### src/rtl/shift_register_univ.sv
// Universal N-bit register: hold, shift right/left, rotate and parallel load,
// with synchronous clear/preset, a chip-rate clock enable, serial I/O and a
// shift counter that pulses word_done once per completed NUM_BITS-shift word.
module shift_register_univ #(
    parameter int                      NUM_BITS  = 8,
    parameter int                      CNT_W     = $clog2(NUM_BITS + 1),
    parameter logic [NUM_BITS-1:0]     RESET_VAL = {NUM_BITS{1'b0}}
) (
    input  logic                Clk,
    input  logic                Reset_n,
    input  logic                ce,
    input  logic                clear_n,
    input  logic                preset_n,
    input  logic [1:0]          mode,
    input  logic                rotate,
    input  logic                ser_r,
    input  logic                ser_l,
    input  logic [NUM_BITS-1:0] p,
    output logic [NUM_BITS-1:0] q,
    output logic [NUM_BITS-1:0] q_n,
    output logic                ser_out_r,
    output logic                ser_out_l,
    output logic [CNT_W-1:0]    shift_cnt,
    output logic                word_done
);

    typedef enum logic [1:0] {
        MODE_HOLD  = 2'b00,
        MODE_RIGHT = 2'b01,
        MODE_LEFT  = 2'b10,
        MODE_LOAD  = 2'b11
    } mode_e;

    // Count value reached just before the shift that completes a word.
    localparam logic [CNT_W-1:0] LAST_CNT = CNT_W'(NUM_BITS - 1);

    mode_e               mode_sel;
    logic                in_r;
    logic                in_l;
    logic [NUM_BITS-1:0] shr_val;
    logic [NUM_BITS-1:0] shl_val;
    logic                word_end;

    assign mode_sel  = mode_e'(mode);
    assign q_n       = ~q;
    assign ser_out_r = q[0];
    assign ser_out_l = q[NUM_BITS-1];
    assign word_end  = (shift_cnt == LAST_CNT);

    // Pick the incoming bit for each direction: recirculated bit or serial input.
    always_comb begin
        in_r = ser_r;
        in_l = ser_l;
        if (rotate) begin
            in_r = q[0];
            in_l = q[NUM_BITS-1];
        end
    end

    // A one-bit register has nothing to slide, so both shifts just take the
    // incoming bit; rotate then recirculates q[0] onto itself.
    generate
        if (NUM_BITS == 1) begin : g_single
            assign shr_val = in_r;
            assign shl_val = in_l;
        end else begin : g_multi
            assign shr_val = {in_r, q[NUM_BITS-1:1]};
            assign shl_val = {q[NUM_BITS-2:0], in_l};
        end
    endgenerate

    // Register update: clear beats preset, both ignore ce; mode ops need ce.
    always_ff @(posedge Clk or negedge Reset_n) begin
        if (!Reset_n) begin
            q         <= RESET_VAL;
            shift_cnt <= '0;
            word_done <= 1'b0;
        end else begin
            word_done <= 1'b0;
            if (!clear_n) begin
                q         <= '0;
                shift_cnt <= '0;
            end else if (!preset_n) begin
                q         <= '1;
                shift_cnt <= '0;
            end else if (ce) begin
                case (mode_sel)
                    MODE_HOLD: begin
                        q <= q;
                    end
                    MODE_LOAD: begin
                        q         <= p;
                        shift_cnt <= '0;
                    end
                    MODE_RIGHT, MODE_LEFT: begin
                        q <= (mode_sel == MODE_RIGHT) ? shr_val : shl_val;
                        if (word_end) begin
                            shift_cnt <= '0;
                            word_done <= 1'b1;
                        end else begin
                            shift_cnt <= shift_cnt + CNT_W'(1);
                        end
                    end
                    default: begin
                        q <= q;
                    end
                endcase
            end
        end
    end

endmodule

### config.mk
export PLATFORM = sky130hd
export DESIGN_NAME = shift_register_univ
export DESIGN_NICKNAME = d
export VERILOG_FILES = /design/src/rtl/shift_register_univ.sv
export SDC_FILE = /design/constraint.sdc
export NUM_CORES = 1
export LEC_CHECK = 0
export BUFFER_PORTS_ARGS = -buffer_cell sky130_fd_sc_hd__buf_2
export CAP_MARGIN = 40
export CORE_MARGIN = 2
export CORE_UTILIZATION = 40
export CTS_CLUSTER_SIZE = 14
export DETAILED_ROUTE_END_ITERATION = 10
export GPL_ROUTABILITY_DRIVEN = 0
export PLACE_DENSITY = 0.81
export SKIP_LAST_GASP = 1
export SLEW_MARGIN = 20
export SYNTH_ARGS = -nofsm -noshare
export SYNTH_HDL_FRONTEND = slang
export SYNTH_SLANG_ARGS = --single-unit
export TNS_END_PERCENT = 30
### constraint.sdc
create_clock -name Clk -period 2.2 [get_ports Clk]
set_clock_uncertainty 0.15 [all_clocks]
set_input_delay 0.11 -clock Clk [delete_from_list [all_inputs] [get_ports Clk]]
set_output_delay 0.11 -clock Clk [all_outputs]
set_load 0.01 [all_outputs]
[Word-level counts from Yosys, hierarchy flattened]
Index checks and enable logic that the tools add are counted.
Word-level totals
  output and inout bits: 23
  logic and storage cells: 33
  input bits: 18
  register bits after elaboration: 13
Operators by class
  $add $sub $neg: 1
  reductions and logical operators: 4
  bitwise operators: 1
  multiplexer cells: 17
  eq/ne operators: 7
Operators with widths (count)
  $mux 8: 4
  $mux 4: 4
  $pmux 8 s2: 1
  $not 8->8: 1
  $pmux 4 s2: 1
  $mux 1: 7
  $ne 3x3->1 const B: 2
  $add 4x1->4 const B: 1
  $eq 2x2->1 const B: 2
  $eq 4x3->1 const B: 1
  $ne 4x2->1 const B: 1
  $reduce_and 2->1: 2
  $eq 2x1->1 const B: 1
  $logic_not 2->1: 1
  $reduce_or 2->1: 1

[Logic depth before layout (Yosys ltp)]
Gate-level depths: netlist of run 1.
  word-level depth: 6
  gate-level depth with buffers: 7
  gate-level depth less buffers: 5

[Least setup slack after synthesis of run 1]
Ideal clock, no wire load.
  path kind: flip-flop to flip-flop
  start point: reg shift_cnt[0]
  end point: reg shift_cnt[3]
  library setup time: 0.126 ns
  period minus slack after synthesis: 1.385 ns
  slack: 0.815 ns
  required time: 1.924 ns
  arrival: 1.108 ns
  stages on the path, launching flop included: 5
  path buffers: 0
  cell sequence: dfrtp_1 ha_1 nor2_1 nor4b_2 a311o_1
On the way
  cells in the longest elaborated chain, start to end: 6
  elaborated cells between the ends (all ways): 7
  classes of those cells: add/sub: 1; eq/ne: 1; mux: 5
Ends and longest elaborated chain
  from (decl): line 23  | output logic [CNT_W-1:0] shift_cnt,
  from (signal assigned): line 101  | shift_cnt <= shift_cnt + CNT_W'(1);
  $add 4x1->4 or $eq 4x3->1 (tied branches): line 101, 48
  $mux 4 (*): line 97  | if (word_end) begin
  $pmux 4 s2 (*): line 87  | case (mode_sel)
  $mux 4 (*): line 86  | end else if (ce) begin
  $mux 4 (*): line 83  | end else if (!preset_n) begin
  $mux 4 (*): line 80  | if (!clear_n) begin
Every way passes the cells marked *; elsewhere a longest branch is shown, timed or not. The select of a mux whose other input is x is not followed.
A chain may end at the register's enable or synchronous reset.

[Worst setup path in the final report of run 1]
  start point: in mode[0]
  end point: reg shift_cnt[3]
On the way
  cells in the longest elaborated chain, start to end: 6
  elaborated cells between the ends (all ways): 10
  classes of those cells: eq/ne: 4; mux: 4; reduce/logical: 2
Ends and longest elaborated chain
  from (decl): line 14  | input logic [1:0] mode,
  $eq 2x1->1 or $eq 2x2->1 (tied branches): line 87
  $reduce_or 2->1: line 87
  $pmux 4 s2: line 87
  $mux 4: line 86
  $mux 4: line 83
  $mux 4: line 80
Parallel ways exist; a longest one is shown, timed or not. The select of a mux whose other input is x is not followed.

==> metrics.txt, run 1 <==
Yosys warning total=0; Max stage delay on crit path=0.63 ns; initial drt markers=15; # DRC=0; Tot GR Track Use=0.178; setup ws final=0.686 ns; Tcrit/Tclk final=0.688; syn_nets=about 120; worst-path fanout max=19; Worst-Margin Slew=0.545 ns; cell taking the most area after synthesis=dfrtp_1; Crit path max-delay family=adder cells; WHS=0.0134 ns; vias=880; Critical Path RT=2.27 ns; Post-Layout Cell Count=between 150 and 200; Core Area=approximately 2200 µm²; Area growth syn-to-layout=27.3%; gate count of the mapped netlist=96; Reg clk slew, reported paths=about 0.080 ns; n_diodes=0; top cells by count, synth=13 x dfrtp_1, 12 x nor2_1, 11 x inv_1; placed cells=158; setup tns final=0 ns; number of flops mapped to enable cells by yosys=0; full die area=between 2000 and 3000 µm²; initial antenna violation count=0; htree depth=1; status=completed; top cell type's share of synthesized area=0.364; CP endpoint kind=flip-flop; first-pass GRT wire length=3500 µm; total power=about 0.6 mW; CP Buf/Inv Count=2; Initial Util=0.412; FF+latch count, synth=13; Die Ht=51.3 µm; Port-buffer cells=40; Routed WL per cell=13.1 µm; Remaining Overflow, GRT=0; PwrDens=524 nW/µm²; CP cell instances=buf_2 -> inv_1 -> ha_1 -> nand3_2 -> nor2_1 -> a311o_1; Detailed Routing Iterations Pass 1=4; max_slew headroom=0.637; RSZ-0062 raised after global routing=no; FP Rows=17; Worst-Skew Late Latency=0.28 ns; placed inst area=about 1100 µm²; Leak=about 0.59 nW; Die W=51.3 µm; final hold violations=0; max-slew violations=0; largest net degree at the start of global routing=20; Max stage delay cell, worst path=ha_1; Startpoint Class=input pin; Hold Path Class=in -> reg; # Post-CTS Setup Buffers=0; Post-synth ARST share=1.00; Clock Tree Root=clkbuf_4; sequential-to-total area share from yosys stat=0.364; Mean Syn Cell Area=9.31 µm²; clock buffer count from CTS=3; most common cell in the netlist=dfrtp_1; DRT Wirelength=2160 µm; Arr. time, crit path=1.58 ns; drt via density=5.37; critical path class=in -> reg; fmax=0.661 GHz; Resize count post-CTS=0; Mapped Area=893 µm²; final worst path period need=around 1.5 ns; Ports=slightly above 40; CTS tree=done; synth unique cells=23; clock sink total=13; DP HPWL=between 1500 and 2000 µm; Post-DRT Antenna Nets=0; vias in the first global route=784; Clock Path Buffers=2; peak supply drop=0.261 mV; max cap viols=0; Final Core Density=0.524; most common flop cell mapped by yosys=dfrtp_1; DP Worst Slack=between 0.4 and 0.5 ns; register-to-register setup slack=0.75 ns; final setup violation count=0; fin nets=around 160; ratio of cells with drive above 1 in the final layout=0.382; post-route design area=1140 µm²; largest cells by area after synthesis=dfrtp_1 36%, mux2i_1 9.0%, o221a_2 7.6%
-- cell usage in the layout, fill, tap and decap left out, drive strengths merged --
cell / count
nor3b: 1
and3b: 1
dfrtp: 13
buf: 40
clkbuf: 4
nand3: 4
a311o: 1
nor4b: 1
ha: 4
a22o: 5
nor2: 12
nand2b: 5
nand2: 3
nor2b: 3
dlygate4sd3: 2
o2111ai: 2
o21ai: 1
inv: 11
mux2i: 8
a21oi: 7
o221a: 6
nand3b: 1
o22ai: 1
-- metal layers --
layer	global-route usage	up-vias	share of wire
met5	0	-	0
met4	0.0789	0	0.016
met3	0.0380	5	0.067
met2	0.318	31	0.52
met1	0.203	419	0.40
li1	-	425	-
-- final timing paths --
path                                          start                  endpoint  depth (start not counted)
setup / recovery                            mode[0]  shift_cnt[3]$_DFFE_PN0P_                          6
hold / removal                              clear_n          q[5]$_DFFE_PN0P_                          2
setup reg to reg           shift_cnt[0]$_DFFE_PN0P_  shift_cnt[3]$_DFFE_PN0P_                          4
hold reg to reg            shift_cnt[1]$_DFFE_PN0P_  shift_cnt[1]$_DFFE_PN0P_                          1
max in group asynchronous                   Reset_n  shift_cnt[3]$_DFFE_PN0P_                          2
min in group asynchronous                   Reset_n          q[4]$_DFFE_PN0P_                          2
-- flip-flops by register name, summed over array words and instances, names as in the netlist --
name       count
q              8
shift_cnt      4
word_done      1
-- repair_timing --
action / CTS / global route
endpoints found under the setup margin: 0 / 0
endpoints found under the hold margin: 14 / 0
hold buffers: 2 / 0
-- worst reg2reg max path: stages (launching register included) --
cell and delay, ns:
dfrtp_1 0.42, ha_1 0.25, nor2_1 0.05, nor4b_2 0.15
a311o_1 0.31
-- layout make-up --
| cell class | instances | area [µm²] |
|---|---|---|
| Multi-Input combinational cell | 66 | 489 |
| Tap cell | 28 | 35.0 |
| Timing Repair Buffer | 42 | 220 |
| Clock buffer | 4 | 26.3 |
| Fill cell | 216 | 1030 |
| Sequential cell | 13 | 325 |
| Inverter | 11 | 41.3 |
-- report_power, final --
| group | switching, mW | internal [mW] | total (mW) |
|---|---|---|---|
| clock | 0.0825 | 0.0705 | 0.153 |
| sequential | 0.0211 | 0.253 | 0.274 |
| combinational | 0.0898 | 0.0784 | 0.168 |
-- kinds of logic after synthesis --
group,share of synthesized area
flops,0.364
buf+inv,0.0882
simple gates,0.190
compound gates,0.211
fa+ha+maj,0.0560
mux,0.0896
(Power assumes the default switching activity.)
==> run 2, diff against run 1 <==
--- a/config.mk
+++ b/config.mk
@@ -5,6 +5,7 @@
 export SDC_FILE = /design/constraint.sdc
 export NUM_CORES = 1
 export LEC_CHECK = 0
+export ABC_AREA = 1
 export BUFFER_PORTS_ARGS = -buffer_cell sky130_fd_sc_hd__buf_2
 export CAP_MARGIN = 40
 export CORE_MARGIN = 2
@@ -12,7 +13,7 @@
 export CTS_CLUSTER_SIZE = 14
 export DETAILED_ROUTE_END_ITERATION = 10
 export GPL_ROUTABILITY_DRIVEN = 0
-export PLACE_DENSITY = 0.81
+export PLACE_DENSITY = 0.83
 export SKIP_LAST_GASP = 1
 export SLEW_MARGIN = 20
 export SYNTH_ARGS = -nofsm -noshare
==> constraint.sdc (replaced) <==
create_clock -name Clk -period 1.3 [get_ports Clk]
set_clock_uncertainty 0.15 [all_clocks]
set_input_delay 0.065 -clock Clk [delete_from_list [all_inputs] [get_ports Clk]]
set_output_delay 0.065 -clock Clk [all_outputs]
set_load 0.01 [all_outputs]
==> run 2 against run 1 <==
  * Sequential power increased by 76%
  * Setup slack worse by 0.64 ns
  * Worst hold slack gained 0.015 ns
  * Global-route usage grew 0.49 points
  * Core utilization up 6.5 points
  * Critical path depth up 2
  * Critical endpoint is now q[1]$_DFFE_PN0P_
  * Area after synthesis grew 7.3%
==> metrics.txt, run 2 <==
status=completed (unchanged); critical path class=in -> reg (unchanged); top cell type's share of synthesized area=0.339 (was 0.364); setup ws final=0.0468 ns (was 0.686 ns); Ports=41 (unchanged); Worst-Margin Slew=0.521 ns (was 0.545 ns); DP HPWL=1760 µm (was 1650 µm); commonest non-fill, non-tap cell in the layout=nand2_1 (was buf_2); fmax=0.798 GHz; register-to-register setup slack=0.08 ns (was 0.75 ns); Clock Tree Root=clkbuf_4 (unchanged); WHS=0.0285 ns (was 0.0134 ns); n_diodes=0 (unchanged); Top Registers=q: 8 flops, shift_cnt: 4 flops, word_done: 1 flops (unchanged); Critical Path RT=1.31 ns (was 2.27 ns); initial antenna violation count=0 (unchanged); Leak=0.747 nW (was 0.590 nW); Worst-Skew Late Latency=0.27 ns (was 0.28 ns); Reg clk slew, reported paths=0.08 ns (about the same); CTS tree=done (unchanged); Post-DRT Antenna Nets=0 (unchanged); Routed WL per cell=11.2 µm (was 13.1 µm); gate count of the mapped netlist=132 (was 96); number of flip-flops in the largest register=8 (unchanged); FP Rows=17 (unchanged); largest reg by FF count=q (unchanged); Max stage delay on crit path=0.53 ns (was 0.63 ns); RSZ-0062 raised after global routing=yes (was no); fin nets=208 (was 159); post-route design area=1320 µm² (was 1140 µm²); ratio of cells with drive above 1 in the final layout=0.324 (was 0.382); DRT Wirelength=2380 µm (was 2160 µm); CP cell instances=dlygate4sd3_1 -> buf_2 -> inv_2 -> nor2_8 -> nor2_8 -> nor2_8 -> nand2_1 -> nand2_1 (was buf_2 -> inv_1 -> ha_1 -> nand3_2 -> nor2_1 -> a311o_1); PwrDens=864 nW/µm² (was 524 nW/µm²); first-pass GRT wire length=3840 µm (was 3500 µm); Hold Crit Start=preset_n (was clear_n); syn_nets=154 (was 118); Mapped Area=958 µm² (was 893 µm²); Tot GR Track Use=0.183 (was 0.178); Hold Path Class=in -> reg (unchanged); Die Ht=53.0 µm (was 51.3 µm); largest net degree at the start of global routing=16 (was 20); Final Core Density=0.589 (was 0.524); sequential-to-total area share from yosys stat=0.339 (was 0.364); reg-to-reg endpoint=shift_cnt[0]$_DFFE_PN0P_ (was shift_cnt[3]$_DFFE_PN0P_); Post-synth ARST share=1.00 (unchanged); Crit path max-delay family=buffers and inverters (was adder cells); vias in the first global route=948 (was 784); initial drt markers=16 (was 15); worst-path fanout max=9 (was 19); Remaining Overflow, GRT=0 (unchanged); total power=1.14 mW (was 0.596 mW); Port-buffer cells=40 (unchanged); Yosys warning total=0 (unchanged); WHS Endpoint=q[3]$_DFFE_PN0P_ (was q[5]$_DFFE_PN0P_); final worst path period need=around 1.3 ns; full die area=2800 µm² (was 2630 µm²); number of flops mapped to enable cells by yosys=0 (unchanged); RR Startpoint=shift_cnt[0]$_DFFE_PN0P_ (unchanged); max-slew violations=0 (unchanged); Tcrit/Tclk final=0.964; most used cell, CP=nor2_8; Max stage delay cell, worst path=dlygate4sd3_1 (was ha_1); peak supply drop=0.481 mV (was 0.261 mV); Reg2Reg Depth=5 (was 4); CP endpoint kind=flip-flop (unchanged); # DRC=0 (unchanged); hold path cells=4 (was 2); final hold violations=0 (unchanged); Initial Util=0.429 (was 0.412); placed inst area=1170 µm² (was 1090 µm²); top cells by count, synth=52 x nand2_1, 20 x inv_1, 13 x dfrtp_1 (was 13 x dfrtp_1, 12 x nor2_1, 11 x inv_1); Area growth syn-to-layout=37.2% (was 27.3%); largest cells by area after synthesis=dfrtp_1 34%, nand2_1 20%, inv_1 7.8% (was dfrtp_1 36%, mux2i_1 9.0%, o221a_2 7.6%); final setup violation count=0 (unchanged); Die W=53.0 µm (was 51.3 µm); max_slew headroom=0.653 (was 0.637); max cap viols=0 (unchanged); Startpoint Class=input pin (unchanged); vias=1,026 (was 880); clock sink total=13 (unchanged); clock buffer count from CTS=3 (unchanged); CP Buf/Inv Count=3 (was 2); DP Worst Slack=-0.139 ns (was 0.413 ns); most common cell in the netlist=nand2_1 (was dfrtp_1); Detailed Routing Iterations Pass 1=4 (unchanged); Clock Path Buffers=2 (unchanged); Core Area=2230 µm² (was 2170 µm²); cell taking the most area after synthesis=dfrtp_1 (unchanged); synth unique cells=20 (was 23); drt via density=4.82 (was 5.37); Arr. time, crit path=1.26 ns (was 1.58 ns); Mean Syn Cell Area=7.26 µm² (was 9.31 µm²); htree depth=1 (unchanged); FF+latch count, synth=13 (unchanged); most frequent cells in the layout=51 x nand2_1, 40 x buf_2, 20 x inv_1 (was 40 x buf_2, 13 x dfrtp_1, 12 x nor2_1); most common flop cell mapped by yosys=dfrtp_1 (unchanged)
[run 2: cell type report]
class	instances	area (µm²)
sequential	13	325
timing repair buffer	54	333
inverter	24	90.1
fill	219	918
tap	28	35.0
multi-input combinational	90	505
clock buffer	4	26.3
[run 2: where the power goes]
| group | switching (mW) | internal [mW] | leakage (nW) |
|---|---|---|---|
| clock network | 0.125 | 0.119 | 0.0150 |
| logic | 0.227 | 0.184 | 0.563 |
| registers | 0.0394 | 0.442 | 0.169 |
| total | 0.392 | 0.744 | 0.747 |
[run 2: cell families after synthesis]
group	share of synthesized area
AO/OA/AOI/OAI	0.0953
flip-flops	0.339
AND/OR/NAND/NOR	0.363
buffers and inverters	0.141
adder cells (fa/ha/maj)	0.0522
XOR/XNOR	0.00914
[run 2: metrics by stage]
stage	cells	setup TNS (ns)
final	213	0
after global routing	213	-0.0228
after CTS	213	0
after detailed placement	198	-0.693
after global placement	198	-0.168
after floorplan	132	0
[run 2: worst max path at each step]
stage | startpoint | endpoint | slack (ns) | cells past startpoint
after floorplan | shift_cnt[0]$_DFFE_PN0P_ | shift_cnt[0]$_DFFE_PN0P_ | 0.01 | 5
after global placement | mode[1] | q[7]$_DFFE_PN0P_ | -0.04 | 10
after detailed placement | mode[1] | q[7]$_DFFE_PN0P_ | -0.14 | 10
after CTS | shift_cnt[0]$_DFFE_PN0P_ | shift_cnt[0]$_DFFE_PN0P_ | 0.03 | 5
after global routing | shift_cnt[0]$_DFFE_PN0P_ | shift_cnt[0]$_DFFE_PN0P_ | -0.02 | 5
final | ce | q[1]$_DFFE_PN0P_ | 0.05 | 8
[run 2: timing repair]
action	in CTS	in global routing
gates resized for setup	0	3
endpoints found under the hold margin	23	0
endpoints found under the setup margin	0	4
buffers inserted	0	0
hold buffers	11	0
[run 2: tightest hold or removal path, cell delays in order]
cell and delay, ns:
buf_2 0.17, nand3_1 0.10, nand2_1 0.04, nand2_1 0.04
[run 2: routing by layer]
metal / part of all wire / track usage / vias up
met5: 0 / 0 / -
met4: 0.0067 / 0.0769 / 0
met3: 0.077 / 0.0339 / 2
met2: 0.47 / 0.292 / 42
met1: 0.45 / 0.242 / 470
li1: - / - / 512
==> run 3, diff against run 2 <==
--- a/config.mk
+++ b/config.mk
@@ -14,9 +14,10 @@
 export DETAILED_ROUTE_END_ITERATION = 10
 export GPL_ROUTABILITY_DRIVEN = 0
 export PLACE_DENSITY = 0.83
+export REMOVE_ABC_BUFFERS = 1
 export SKIP_LAST_GASP = 1
 export SLEW_MARGIN = 20
 export SYNTH_ARGS = -nofsm -noshare
 export SYNTH_HDL_FRONTEND = slang
 export SYNTH_SLANG_ARGS = --single-unit
-export TNS_END_PERCENT = 30
+export TNS_END_PERCENT = 1
==> run 3 against run 2 <==
  * Largest cell class unchanged
  * Core utilization grew 1.5 points
  * Die area is the same
  * Final area grew 2.5%
==> metrics.txt, run 3 (synthesized netlist as in run 2, its figures left out) <==
status=completed (unchanged); Remaining Overflow, GRT=0 (unchanged); Initial Util=0.429 (unchanged); DRT Wirelength=2410 µm (was 2380 µm); Final Core Density=0.603 (was 0.589); DP HPWL=1740 µm (was 1760 µm); Port-buffer cells=40 (unchanged); Worst-Margin Slew=0.312 ns (was 0.521 ns); reg-to-reg endpoint=shift_cnt[0]$_DFFE_PN0P_ (unchanged); Startpoint Class=flip-flop (was input pin); clock buffer count from CTS=3 (unchanged); fin nets=210 (was 208); drt via density=4.68 (was 4.82); vias=1,006 (was 1,026); Clock Tree Root=clkbuf_4 (unchanged); fmax=0.796 GHz (was 0.798 GHz); worst-path fanout max=2 (was 9); critical path class=reg -> reg (was in -> reg); placed cells=199 (was 198); Max stage delay cell, worst path=dfrtp_1 (was dlygate4sd3_1); vias in the first global route=885 (was 948); n_diodes=0 (unchanged); Worst-Skew Late Latency=0.28 ns (was 0.27 ns); max cap viols=0 (unchanged); PwrDens=861 nW/µm² (was 864 nW/µm²); Ports=41 (unchanged); initial antenna violation count=0 (unchanged); final setup violation count=0 (unchanged); WHS Endpoint=q[0]$_DFFE_PN0P_ (was q[3]$_DFFE_PN0P_); Detailed Routing Iterations Pass 1=4 (unchanged); htree depth=1 (unchanged); Critical Path Start=shift_cnt[0]$_DFFE_PN0P_ (was ce); commonest non-fill, non-tap cell in the layout=nand2_1 (unchanged); Tcrit/Tclk final=0.966 (was 0.964); max-slew violations=0 (unchanged); initial drt markers=19 (was 16); Crit path max-delay family=flip-flops (was buffers and inverters); Top Registers=q: 8 flops, shift_cnt: 4 flops, word_done: 1 flops (unchanged); largest reg by FF count=q (unchanged); Tot GR Track Use=0.182 (was 0.183); WHS=0.0166 ns (was 0.0285 ns); Routed WL per cell=11.2 µm (about the same); CTS tree=done (unchanged); ratio of cells with drive above 1 in the final layout=0.310 (was 0.324); first-pass GRT wire length=3730 µm (was 3840 µm); RR Startpoint=shift_cnt[0]$_DFFE_PN0P_ (unchanged); setup tns final=0 ns (unchanged); number of flip-flops in the largest register=8 (unchanged); Post-Layout Cell Count=215 (was 213); FP Rows=17 (unchanged); Hold Crit Start=ser_l (was preset_n); Core Area=2230 µm² (unchanged); CP Buf/Inv Count=0 (was 3); Hold Path Class=in -> reg (unchanged); final hold violations=0 (unchanged); Die Ht=53.0 µm (unchanged); peak supply drop=0.667 mV (was 0.481 mV); Die W=53.0 µm (unchanged); final worst path period need=1.26 ns (was 1.25 ns); Reg2Reg Depth=5 (unchanged); CP cell instances=ha_1 -> nand2_1 -> nor2_1 -> nor2_2 -> o21a_1 (was dlygate4sd3_1 -> buf_2 -> inv_2 -> nor2_8 -> nor2_8 -> nor2_8 -> nand2_1 -> nand2_1); hold path cells=7 (was 4); # DRC=0 (unchanged); Area growth syn-to-layout=40.6% (was 37.2%); Reg clk slew, reported paths=0.08 ns (about the same); Max stage delay on crit path=0.37 ns (was 0.53 ns); Clock Path Buffers=2 (unchanged); full die area=2800 µm² (unchanged); largest net degree at the start of global routing=16 (unchanged); RSZ-0062 raised after global routing=yes (unchanged); Leak=0.766 nW (was 0.747 nW); CP endpoint kind=flip-flop (unchanged); total power=1.16 mW (was 1.14 mW); max_slew headroom=0.792 (was 0.653); most frequent cells in the layout=52 x nand2_1, 39 x buf_2, 20 x inv_1 (was 51 x nand2_1, 40 x buf_2, 20 x inv_1); Arr. time, crit path=1.29 ns (was 1.26 ns); Post-DRT Antenna Nets=0 (unchanged); clock sink total=13 (unchanged); Critical Path RT=1.33 ns (was 1.31 ns); register-to-register setup slack=0.04 ns (was 0.08 ns)
## run 3: routing by layer
layer	vias to the layer above	global-route usage	wire length, µm
met3	2	0.0480	167
li1	517	-	-
met4	0	0.0385	14
met2	39	0.342	1210
met5	-	0	0
met1	448	0.203	1020
## run 3: what timing repair did
item,4_1_cts,5_1_grt
endpoints found under the setup margin,0,10
hold endpoints to repair,24,0
setup buffers,0,0
gates resized for setup,0,2
hold buffers,12,0
## run 3: worst reg2reg max path, delay by kind of cell, from the launching register on
kind                     cells  cell delay (ns)
AND/OR/NAND/NOR              3             0.30
AO/OA/AOI/OAI                1             0.16
flip-flops                   1             0.37
adder cells (fa/ha/maj)      1             0.17
## run 3: area by class of cell
class	instances	area, µm²
fill	213	886
multi-input combinational	90	505
timing repair buffer	56	365
sequential	13	325
inverter	24	90.1
tap	28	35.0
clock buffer	4	26.3
## run 3: worst max-delay path by stage
stage | depth (start not counted) | endpoint | slack, ns
after floorplan | 5 | shift_cnt[0]$_DFFE_PN0P_ | 0.01
after global placement | 8 | q[1]$_DFFE_PN0P_ | 0.02
after detailed placement | 8 | q[1]$_DFFE_PN0P_ | -0.02
after CTS | 7 | q[1]$_DFFE_PN0P_ | 0.02
after global routing | 5 | shift_cnt[0]$_DFFE_PN0P_ | -0.02
final | 5 | shift_cnt[0]$_DFFE_PN0P_ | 0.04
## run 3: stage by stage
| step | instance area, µm² | worst slack, ns |
|---|---|---|
| final | 1350 | 0.0439 |
| after global routing | 1350 | -0.0177 |
| after CTS | 1340 | 0.0212 |
| after detailed placement | 1190 | -0.0167 |
| after global placement | 1190 | 0.0201 |
| after floorplan | 913 | 0.0141 |
## run 3: report_power, final
group          switching (mW)  internal, mW  total [mW]
clock                   0.141         0.119       0.260
combinational           0.227         0.191       0.418
sequential             0.0403         0.442       0.482
total                   0.408         0.752        1.16
